**config.mk**
```make
export PLATFORM = sky130hd
export DESIGN_NAME = combat_referee_flat
export DESIGN_NICKNAME = d
export VERILOG_FILES = /design/src/rtl/karateka_pkg.sv /design/src/rtl/combat_referee_if.sv /design/src/rtl/combat_referee_fighter_health.sv /design/src/rtl/combat_referee.sv /design/src/flat_wrapper.sv
export SDC_FILE = /design/constraint.sdc
export NUM_CORES = 1
export LEC_CHECK = 0
export CORE_MARGIN = 2
export CORE_UTILIZATION = 35
export CTS_BUF_LIST = sky130_fd_sc_hd__clkbuf_2
export DETAILED_ROUTE_END_ITERATION = 10
export DONT_BUFFER_PORTS = 1
export GPL_ROUTABILITY_DRIVEN = 0
export PLACE_DENSITY = 0.56
export SLEW_MARGIN = 10
export SYNTH_ARGS = -nofsm -noshare
export SYNTH_HDL_FRONTEND = slang
export SYNTH_SLANG_ARGS = --single-unit
```
**constraint.sdc**
```tcl
create_clock -name Clk -period 4.1 [get_ports Clk]
set_input_delay 0.41 -clock Clk [delete_from_list [all_inputs] [get_ports Clk]]
set_output_delay 0.41 -clock Clk [all_outputs]
set_load 0.02 [all_outputs]
```
**src/rtl/karateka_pkg.sv**
```systemverilog
// Constants shared by the karateka referee and the screen controller:
// referee state encoding, the start key and the screen codes.
package karateka_pkg;

    typedef enum logic [2:0] {
        ST_IDLE      = 3'd0,
        ST_FIGHT     = 3'd1,
        ST_KO_ENEMY  = 3'd2,
        ST_KO_PLAYER = 3'd3,
        ST_WIN       = 3'd4,
        ST_LOSE      = 3'd5
    } referee_state_t;

    localparam logic [7:0] KEY_SPACE = 8'h2C;

    localparam logic [7:0] SCREEN_TITLE   = 8'h00;
    localparam logic [7:0] SCREEN_FIGHT   = 8'h01;
    localparam logic [7:0] SCREEN_VICTORY = 8'h02;
    localparam logic [7:0] SCREEN_DEFEAT  = 8'h03;

endpackage

```
**src/rtl/combat_referee_if.sv**
```systemverilog
// Frame, keyboard and hit inputs plus health/outcome outputs of the referee.
interface combat_referee_if #(
    parameter int unsigned HP_W = 4
);
    logic            frame_tick;
    logic [7:0]      keycode;
    logic            player_hit;
    logic            enemy_hit;
    logic [HP_W-1:0] player_hp;
    logic [HP_W-1:0] enemy_hp;
    logic            player_invuln;
    logic            enemy_invuln;
    logic            fight_active;
    logic            VICTORY_sig;
    logic            DEFEAT_sig;

    modport master (
        output frame_tick, keycode, player_hit, enemy_hit,
        input  player_hp, enemy_hp, player_invuln, enemy_invuln,
               fight_active, VICTORY_sig, DEFEAT_sig
    );

    modport slave (
        input  frame_tick, keycode, player_hit, enemy_hit,
        output player_hp, enemy_hp, player_invuln, enemy_invuln,
               fight_active, VICTORY_sig, DEFEAT_sig
    );
endinterface

```
**src/rtl/combat_referee_fighter_health.sv**
```systemverilog
// One fighter's health register and invulnerability window; ko flags that
// health reaches zero at the coming edge so the FSM can react in step.
module fighter_health #(
    parameter int unsigned HP_MAX  = 8,
    parameter int unsigned HP_W    = 4,
    parameter int unsigned IFRAMES = 30
) (
    input  logic            Clk,
    input  logic            Reset_n,
    input  logic            load,
    input  logic            hit,
    input  logic            frame_tick,
    input  logic            enable,
    output logic [HP_W-1:0] hp,
    output logic            invuln,
    output logic            ko
);
    localparam int unsigned CW = $clog2(IFRAMES + 1);

    logic [CW-1:0]   iframe_cnt;
    logic [CW-1:0]   iframe_next;
    logic [HP_W-1:0] hp_next;
    logic            accept;

    // A fresh hit reloads the window even when a frame tick lands on the same cycle.
    always_comb begin
        accept      = enable && hit && (iframe_cnt == '0);
        hp_next     = hp;
        iframe_next = iframe_cnt;
        if (load) begin
            hp_next     = HP_W'(HP_MAX);
            iframe_next = '0;
        end else if (accept) begin
            hp_next     = (hp == '0) ? '0 : hp - 1'b1;
            iframe_next = CW'(IFRAMES);
        end else if (frame_tick && (iframe_cnt != '0)) begin
            iframe_next = iframe_cnt - 1'b1;
        end
    end

    assign ko = (hp_next == '0);

    always_ff @(posedge Clk or negedge Reset_n) begin
        if (!Reset_n) begin
            hp         <= '0;
            iframe_cnt <= '0;
            invuln     <= 1'b0;
        end else begin
            hp         <= hp_next;
            iframe_cnt <= iframe_next;
            invuln     <= (iframe_next != '0);
        end
    end
endmodule

```
**src/rtl/combat_referee.sv**
```systemverilog
// Fight referee: tracks both fighters' health, and after a knockout delay
// holds the victory or defeat level for the screen controller.
module combat_referee
    import karateka_pkg::*;
#(
    parameter int unsigned HP_MAX    = 8,
    parameter int unsigned HP_W      = 4,
    parameter int unsigned IFRAMES   = 30,
    parameter int unsigned KO_FRAMES = 16
) (
    input  logic              Clk,
    input  logic              Reset_n,
    combat_referee_if.slave   bus
);
    localparam int unsigned KW = $clog2(KO_FRAMES + 1);

    referee_state_t state;
    referee_state_t state_next;
    logic [KW-1:0]  ko_cnt;
    logic [KW-1:0]  ko_next;
    logic           start;
    logic           in_fight;
    logic           player_ko;
    logic           enemy_ko;

    assign start    = (state == ST_IDLE) && (bus.keycode == KEY_SPACE);
    assign in_fight = (state == ST_FIGHT);

    fighter_health #(
        .HP_MAX  (HP_MAX),
        .HP_W    (HP_W),
        .IFRAMES (IFRAMES)
    ) u_player (
        .Clk        (Clk),
        .Reset_n    (Reset_n),
        .load       (start),
        .hit        (bus.player_hit),
        .frame_tick (bus.frame_tick),
        .enable     (in_fight),
        .hp         (bus.player_hp),
        .invuln     (bus.player_invuln),
        .ko         (player_ko)
    );

    fighter_health #(
        .HP_MAX  (HP_MAX),
        .HP_W    (HP_W),
        .IFRAMES (IFRAMES)
    ) u_enemy (
        .Clk        (Clk),
        .Reset_n    (Reset_n),
        .load       (start),
        .hit        (bus.enemy_hit),
        .frame_tick (bus.frame_tick),
        .enable     (in_fight),
        .hp         (bus.enemy_hp),
        .invuln     (bus.enemy_invuln),
        .ko         (enemy_ko)
    );

    // Player KO is tested first so a double knockout counts as a defeat.
    always_comb begin
        state_next = state;
        ko_next    = ko_cnt;
        case (state)
            ST_IDLE: begin
                if (start) state_next = ST_FIGHT;
            end
            ST_FIGHT: begin
                if (player_ko) begin
                    state_next = ST_KO_PLAYER;
                    ko_next    = KW'(KO_FRAMES);
                end else if (enemy_ko) begin
                    state_next = ST_KO_ENEMY;
                    ko_next    = KW'(KO_FRAMES);
                end
            end
            ST_KO_PLAYER, ST_KO_ENEMY: begin
                if (bus.frame_tick) begin
                    ko_next = (ko_cnt == '0) ? '0 : ko_cnt - 1'b1;
                    if (ko_cnt <= KW'(1)) begin
                        if (state == ST_KO_PLAYER) state_next = ST_LOSE;
                        else                       state_next = ST_WIN;
                    end
                end
            end
            default: ;
        endcase
    end

    always_ff @(posedge Clk or negedge Reset_n) begin
        if (!Reset_n) begin
            state            <= ST_IDLE;
            ko_cnt           <= '0;
            bus.fight_active <= 1'b0;
            bus.VICTORY_sig  <= 1'b0;
            bus.DEFEAT_sig   <= 1'b0;
        end else begin
            state            <= state_next;
            ko_cnt           <= ko_next;
            bus.fight_active <= (state_next == ST_FIGHT);
            bus.VICTORY_sig  <= (state_next == ST_WIN);
            bus.DEFEAT_sig   <= (state_next == ST_LOSE);
        end
    end
endmodule

```
**src/flat_wrapper.sv**
```systemverilog
// flat-port wrapper written by rule: the top's interface ports become plain ports
module combat_referee_flat import karateka_pkg::*;
#(
    parameter int unsigned HP_MAX    = 8,
    parameter int unsigned HP_W      = 4,
    parameter int unsigned IFRAMES   = 30,
    parameter int unsigned KO_FRAMES = 16
)
  (Clk, Reset_n, bus_frame_tick, bus_keycode, bus_player_hit, bus_enemy_hit, bus_player_hp, bus_enemy_hp, bus_player_invuln, bus_enemy_invuln, bus_fight_active, bus_VICTORY_sig, bus_DEFEAT_sig);
  combat_referee_if #(.HP_W(HP_W)) bus_i ();
  input  logic Clk;
  input  logic Reset_n;
  input wire logic [$bits(bus_i.frame_tick)-1:0] bus_frame_tick;
  input wire logic [$bits(bus_i.keycode)-1:0] bus_keycode;
  input wire logic [$bits(bus_i.player_hit)-1:0] bus_player_hit;
  input wire logic [$bits(bus_i.enemy_hit)-1:0] bus_enemy_hit;
  output wire logic [$bits(bus_i.player_hp)-1:0] bus_player_hp;
  output wire logic [$bits(bus_i.enemy_hp)-1:0] bus_enemy_hp;
  output wire logic [$bits(bus_i.player_invuln)-1:0] bus_player_invuln;
  output wire logic [$bits(bus_i.enemy_invuln)-1:0] bus_enemy_invuln;
  output wire logic [$bits(bus_i.fight_active)-1:0] bus_fight_active;
  output wire logic [$bits(bus_i.VICTORY_sig)-1:0] bus_VICTORY_sig;
  output wire logic [$bits(bus_i.DEFEAT_sig)-1:0] bus_DEFEAT_sig;
  assign bus_i.frame_tick = bus_frame_tick;
  assign bus_i.keycode = bus_keycode;
  assign bus_i.player_hit = bus_player_hit;
  assign bus_i.enemy_hit = bus_enemy_hit;
  assign bus_player_hp = bus_i.player_hp;
  assign bus_enemy_hp = bus_i.enemy_hp;
  assign bus_player_invuln = bus_i.player_invuln;
  assign bus_enemy_invuln = bus_i.enemy_invuln;
  assign bus_fight_active = bus_i.fight_active;
  assign bus_VICTORY_sig = bus_i.VICTORY_sig;
  assign bus_DEFEAT_sig = bus_i.DEFEAT_sig;
  combat_referee #(.HP_MAX(HP_MAX), .HP_W(HP_W), .IFRAMES(IFRAMES), .KO_FRAMES(KO_FRAMES)) u_core (.Clk(Clk), .Reset_n(Reset_n), .bus(bus_i));
endmodule
```
# --- Yosys cells after proc, flatten, opt, wreduce, memory -nomap -nowiden ---
# Cells that the tools add are included.
totals:
  regBits: 31
  in_bits: 13
  output_inout_bits: 13
  word_cells: 72
classes:
  add_sub_neg: 5
  n_lt_le_gt_ge: 1
  n_eq_ne: 9
  muxes: 24
  reduce_logical: 22
op_table:
  columns: ["operator", "count"]
  rows:
  - ["2-to-1 mux 5 bit", 10]
  - ["2-to-1 mux 4 bit", 6]
  - ["nonzero test 5 bit", 4]
  - ["zero test 4 bit", 4]
  - ["zero test 5 bit", 3]
  - ["2-to-1 mux 3 bit", 5]
  - ["subtractor 5 x 1 -> 5 bit, second input constant", 3]
  - ["one-hot mux 5 bit (2 select lines)", 1]
  - ["one-hot mux 3 bit (3 select lines)", 1]
  - ["== test 8 x 6 -> 1 bit, second input constant", 1]
  - ["subtractor 4 x 1 -> 4 bit, second input constant", 2]
  - ["logical AND 1 bit", 7]
  - ["== test 3 x 1 -> 1 bit, second input constant", 2]
  - ["== test 3 x 2 -> 1 bit, second input constant", 2]
  - ["== test 3 bit, second input constant", 2]
  - ["less-or-equal comparator 5 x 1 -> 1 bit, second input constant", 1]
  - ["zero test 3 bit", 1]
  - ["inequality test 3 x 1 -> 1 bit, second input constant", 1]
  - ["AND reduction 3 bit", 1]
  - ["inequality test 2 bit, second input constant", 1]
  - ["nonzero test 2 bit", 1]
  - ["OR reduction 2 bit", 1]
  - ["2-to-1 mux 1 bit", 1]

# --- Logic depth before layout (Yosys ltp) ---
logic_depth:
  depth_word: 10
  ltp_mapped: 8
  ltp_nobuf: 8

# --- By module ---
# Synthesis repeated with hierarchy kept, for this count alone.
hier_totals:
  hier_cells: 190
  area_unflattened_um2: 1825.5
modules_own_cells:
  columns: ["mod", "instances", "cells_each", "area_per_inst_um2", "seq_area_each_um2"]
  rows:
  - ["combat_referee", 1, 64, 620.6, 275.3]
  - ["fighter_health at u_core.u_player", 1, 65, 608.1, 250.2]
  - ["fighter_health at u_core.u_enemy", 1, 61, 596.8, 250.2]

# --- Worst setup path before layout ---
# OpenSTA, ideal clock, no wires.
synth_path:
  kind: "reg2reg"
  start: "register u_core.u_enemy.iframe_cnt[0]"
  end: "register u_core.u_enemy.invuln"
  setup_ns: 0.139
  arrival_ns: 2.182
  t_required_ns: 3.961
  slack_ns: 1.780
  stages_incl_launch_ff: 9
  n_path_buf: 1
  period_less_slack_ns: 2.320
  cell_sequence: "dfrtp_1 > inv_1 > ha_1 > or4b_4 > and2_1 > buf_6 > a211oi_1 > a311oi_1 > or4_1"
synth_via:
  elab_chain_len: 6
  elab_cells_between_ends: 9
  cone_classes: "add/sub (1); mux (3); reduce/logical (5)"
synth_lines:
  columns: ["item", "line", "text"]
  rows:
  - ["from (decl)", "combat_referee_fighter_health.sv:20", "logic [CW-1:0] iframe_cnt;"]
  - ["from (signal assigned)", "combat_referee_fighter_health.sv:50", "iframe_cnt <= iframe_next;"]
  - ["parallel branches: the longest is 3 deep, another holds subtractor 5 x 1 -> 5 bit", null, null]
  - ["2-to-1 mux 5 bit *", "combat_referee_fighter_health.sv:33", "end else if (accept) begin"]
  - ["2-to-1 mux 5 bit *", "combat_referee_fighter_health.sv:30", "if (load) begin"]
  - ["via u_core.u_enemy.iframe_next[2]", "combat_referee_fighter_health.sv:21", "logic [CW-1:0] iframe_next;"]
  - ["nonzero test 5 bit *", "combat_referee_fighter_health.sv:51", "invuln <= (iframe_next != '0);"]
  - ["to (signal assigned)", "combat_referee_fighter_health.sv:51", null]
  - ["to (decl)", "combat_referee_fighter_health.sv:15", "output logic invuln,"]
# Mark *: on every way through the listed nets, which the timed path passes.
# A chain may end at the register's enable or synchronous reset.

# --- Worst setup path after layout ---
layout_path:
  start: "register u_core.state[1]"
  end: "register u_core.u_player.invuln"
layout_via:
  elab_chain_len: 6
  elab_cells_between_ends: 8
  cone_classes: "eq/ne (1); mux (2); reduce/logical (5)"
layout_lines:
  columns: ["item", "line", "text"]
  rows:
  - ["from (decl)", "combat_referee.sv:17", "referee_state_t state;"]
  - ["from (signal assigned)", "combat_referee.sv:99", "state <= state_next;"]
  - ["== test 3 x 1 -> 1 bit", "combat_referee.sv:27", "assign in_fight = (state == ST_FIGHT);"]
  - ["logical AND 1 bit (2 in series)", "combat_referee_fighter_health.sv:27", "accept = enable && hit && (iframe_cnt == '0);"]
  - ["2-to-1 mux 5 bit", "combat_referee_fighter_health.sv:33", null]
  - ["2-to-1 mux 5 bit *", "combat_referee_fighter_health.sv:30", null]
  - ["via u_core.u_player.iframe_next[2]", "combat_referee_fighter_health.sv:21", null]
  - ["nonzero test 5 bit *", "combat_referee_fighter_health.sv:51", null]
  - ["to (signal assigned)", "combat_referee_fighter_health.sv:51", null]
  - ["to (decl)", "combat_referee_fighter_health.sv:15", null]
# Mark *: on every way through the listed nets, which the timed path passes. The rest lies on a longest branch.

==> results.cfg <==
[sta]
setup_tns_ns = 0
clock_skew_ns = 0.009992
whs_ns = 0.1612
drv_slew = 0
grt_setup_unrepaired = no
fin_crit_sh_pct = 69.26
fmax_ghz = 0.3521
relSlewSlack_pct = 29.65
setup_viol = 0
finalHoldViolations = 0
layout_setup_ws_ns = 1.260
fin_crit_ns = 2.840
worstMarginPinSlew_ns = 1.047

[logic_synthesis]
synth_xor_area_share_pct = 2.065
yosys.area_share.simple_pct = 26.11
synth-seq-area-share_pct = 45.72
yosys-top-cells-area = dfrtp_1, ha_1, nor2_1
netlist_area_mm2 = 0.001697
synth.area.mux_share_pct = 2.950
synthCells = 170
synth_flop_cell = dfrtp_1
syn_area_per_cell_um2 = 9.980
ys.warnings.count = 0
syn_nets = 189
synth_async_sr_flop_share_pct = 100.0
synth_cell_types = 45
ys_ff_latch = 31
synth-adder-area-share_pct = 4.425
synth_compound_area_share_pct = 13.94
synth_edf_count = 0
synth_top_family_by_area = simple AND/OR/NAND/NOR gates
synth_top_area_share_pct = 45.72
synth_top_cell_by_area = dfrtp_1

[clocking]
cts_root_buf = clkbuf_2
clk-insertion-delay-late_ns = 0.36
numCtsBuffers = 5
clock_path_buffers = 2
tritoncts = built
clock_sinks = 31
clkTransAtPathRegs_ns = 0.15
h-tree-depth = 2

[worst_setup_path]
critPathLaunchType = register
crit_buf_inv = 0
path_cells = or4_4, nor4_4, a31oi_1, o21a_1, or4b_1
path_class = register to register
cp_slowest_cell = nor4_4
worst-endpoint-required_ns = 4.34
crit_family = simple AND/OR/NAND/NOR gates
critical_path_arrival_ns = 3.08
critPathMaxStageDelay_ns = 0.87
end_kind = register
worstPathMaxFanout = 20

[floorplanning]
coreArea_mm2 = 0.004692
std_cell_rows = 25
dieArea_mm2 = 0.005421
io_pins = 26
fp.dieH_um = 73.63
chipWidth_um = 73.63
start_util_pct = 36.16

[finish]
diodes = 0
final_layout_size_suffix_gt1_share_pct = 9.249
final_util_pct = 38.00
nNetsFinal = 191
syn_to_final_growth_pct = 5.089

[power_and_ir_drop]
p_per_area_mw_per_mm2 = 567.1
leakage_nw = 0.7598
vdd_ir_drop_max_mv = 0.1731
p_total_mw = 1.011

[routing]
wirelength_mm = 3.511
drc = 0
dr.first_iter.drc_count = 30
dr.pass1.iters = 4
vias = 1339
avgRoutedWirePerCell_um = 15.47
antenna_left = 0
routed_via_density = 5.899

[grt]
grt_pass1_vias = 1305
antenna_found_initial = 0
grt_max_degree = 32
grt-ovfl-total = 0
grt_pass1_wl_mm = 5.851
grtUsageTotal_pct = 14.39

[status]
status = complete, no violations

[flow_run]
maxCapViolations = 0

[placed_design]
hpwlAfterDp_mm = 2.565
portBuffers = 0
place_ws_ns = 1.253

[worst_hold_path]
holdCritPathClass = input pin to register
registers in the layout, indices dropped and copies added, names as in the netlist:
| name | flops |
|---|---|
| u_core.ko_cnt | 5 |
| u_core.state | 3 |
| u_core.bus.VICTORY_sig | 1 |
| u_core.bus.DEFEAT_sig | 1 |
| u_core.u_enemy.hp | 4 |
| u_core.u_player.hp | 4 |
| u_core.u_player.invuln | 1 |
| u_core.u_enemy.iframe_cnt | 5 |
| u_core.bus.fight_active | 1 |
| u_core.u_enemy.invuln | 1 |
| u_core.u_player.iframe_cnt | 5 |
cell type report:
type,count,area [um2]
Clock buffer,7,35.03
Clock inverter,1,5.005
Fill cell,489,2909
Inverter,8,30.03
Multi-Input combinational cell,124,839.6
Sequential cell,31,775.7
Tap cell,54,67.56
Timing Repair Buffer,2,30.03
synthesized netlist by cell type (2+ instances only):
| cell type | number |
|---|---|
| ha_1 | 6 |
| a311oi_1 | 2 |
| nand3_1 | 3 |
| o22ai_1 | 2 |
| a21oi_1 | 11 |
| nor2_1 | 18 |
| o21a_1 | 3 |
| nor4b_1 | 2 |
| or4_1 | 2 |
| a21o_1 | 3 |
| o21ai_0 | 3 |
| nand2b_1 | 4 |
| or4b_1 | 2 |
| dfrtp_1 | 31 |
| nor4_1 | 3 |
| clkbuf_1 | 2 |
| and4_1 | 2 |
| a211oi_1 | 5 |
| buf_2 | 2 |
| mux2i_1 | 5 |
| nor2b_1 | 3 |
| a31oi_1 | 2 |
| inv_1 | 8 |
| nor3_1 | 11 |
| nand2_1 | 8 |
| xnor2_1 | 4 |
| or3_1 | 2 |
| buf_6 | 3 |
| and2_1 | 2 |
routing by layer:
metal  wire, um  vias to the layer above  GRT usage [%]
met1       1445                      665          15.98
met5          0                        -              0
met2       1761                       39          23.91
met3        214                        7          5.898
li1           -                      628              -
met4         90                        0          6.667
worst register-to-register path: stages, from the launching register on:
cell     delay [ns]
dfrtp_1        0.51
or4_4          0.58
nor4_4         0.87
a31oi_1        0.08
o21a_1         0.17
or4b_1         0.53
cells in the final DEF, fill, tap and decap left out, drive strengths merged, types with 2 or more instances in the layout:
cell,count
a211oi,5
a21o,3
a21oi,11
a311oi,2
a31oi,2
and2,2
and4,2
clkbuf,7
dfrtp,31
ha,6
inv,8
mux2i,5
nand2,8
nand2b,4
nand3,3
nor2,18
nor2b,3
nor3,11
nor4,5
nor4b,2
o21a,3
o21ai,3
o22ai,2
or3,2
or4,3
or4b,4
xnor2,4
through the flow:
step,instance area [um2],cells
3_3_place_gp,1713,217
5_1_grt,1783,227
6_report,1783,227
3_5_place_dp,1713,217
4_1_cts,1783,227
2_1_floorplan,1697,170
path summary, 6_finish.rpt:
kind                                  start                           end  slack, ns  cells past startpoint
setup / recovery            u_core.state[1]        u_core.u_player.invuln       1.26                      5
hold / removal               bus_frame_tick  u_core.u_enemy.iframe_cnt[3]       0.16                      1
setup reg to reg            u_core.state[1]        u_core.u_player.invuln       1.26                      5
hold reg to reg            u_core.ko_cnt[4]              u_core.ko_cnt[4]       0.58                      2
max in group asynchronous           Reset_n              u_core.ko_cnt[1]       3.46                      2
min in group asynchronous           Reset_n         u_core.u_player.hp[0]       0.47                      2
kinds of logic (layout without fill, tap and decap cells):
family / count (synthesis) / count (layout)
flops: 31 / 31
simple gates: 73 / 73
mux: 5 / 5
compound gates: 36 / 36
xor+xnor: 4 / 4
buf+inv: 15 / 18
fa+ha+maj: 6 / 6
what timing repair did:
action	4_1_cts	5_1_grt
hold endpoints to repair	31	0
hold buffers	2	0
resized for setup	0	0
setup buffers	0	0
power breakdown:
part           total (mW)  switching [mW]  internal (mW)  leakage [nW]
combinational       0.335           0.171          0.163         0.345
clock               0.149           0.103         0.0466        0.0330
sequential          0.527           0.126          0.401         0.382
No activity file was read; power rests on OpenSTA's default activity.
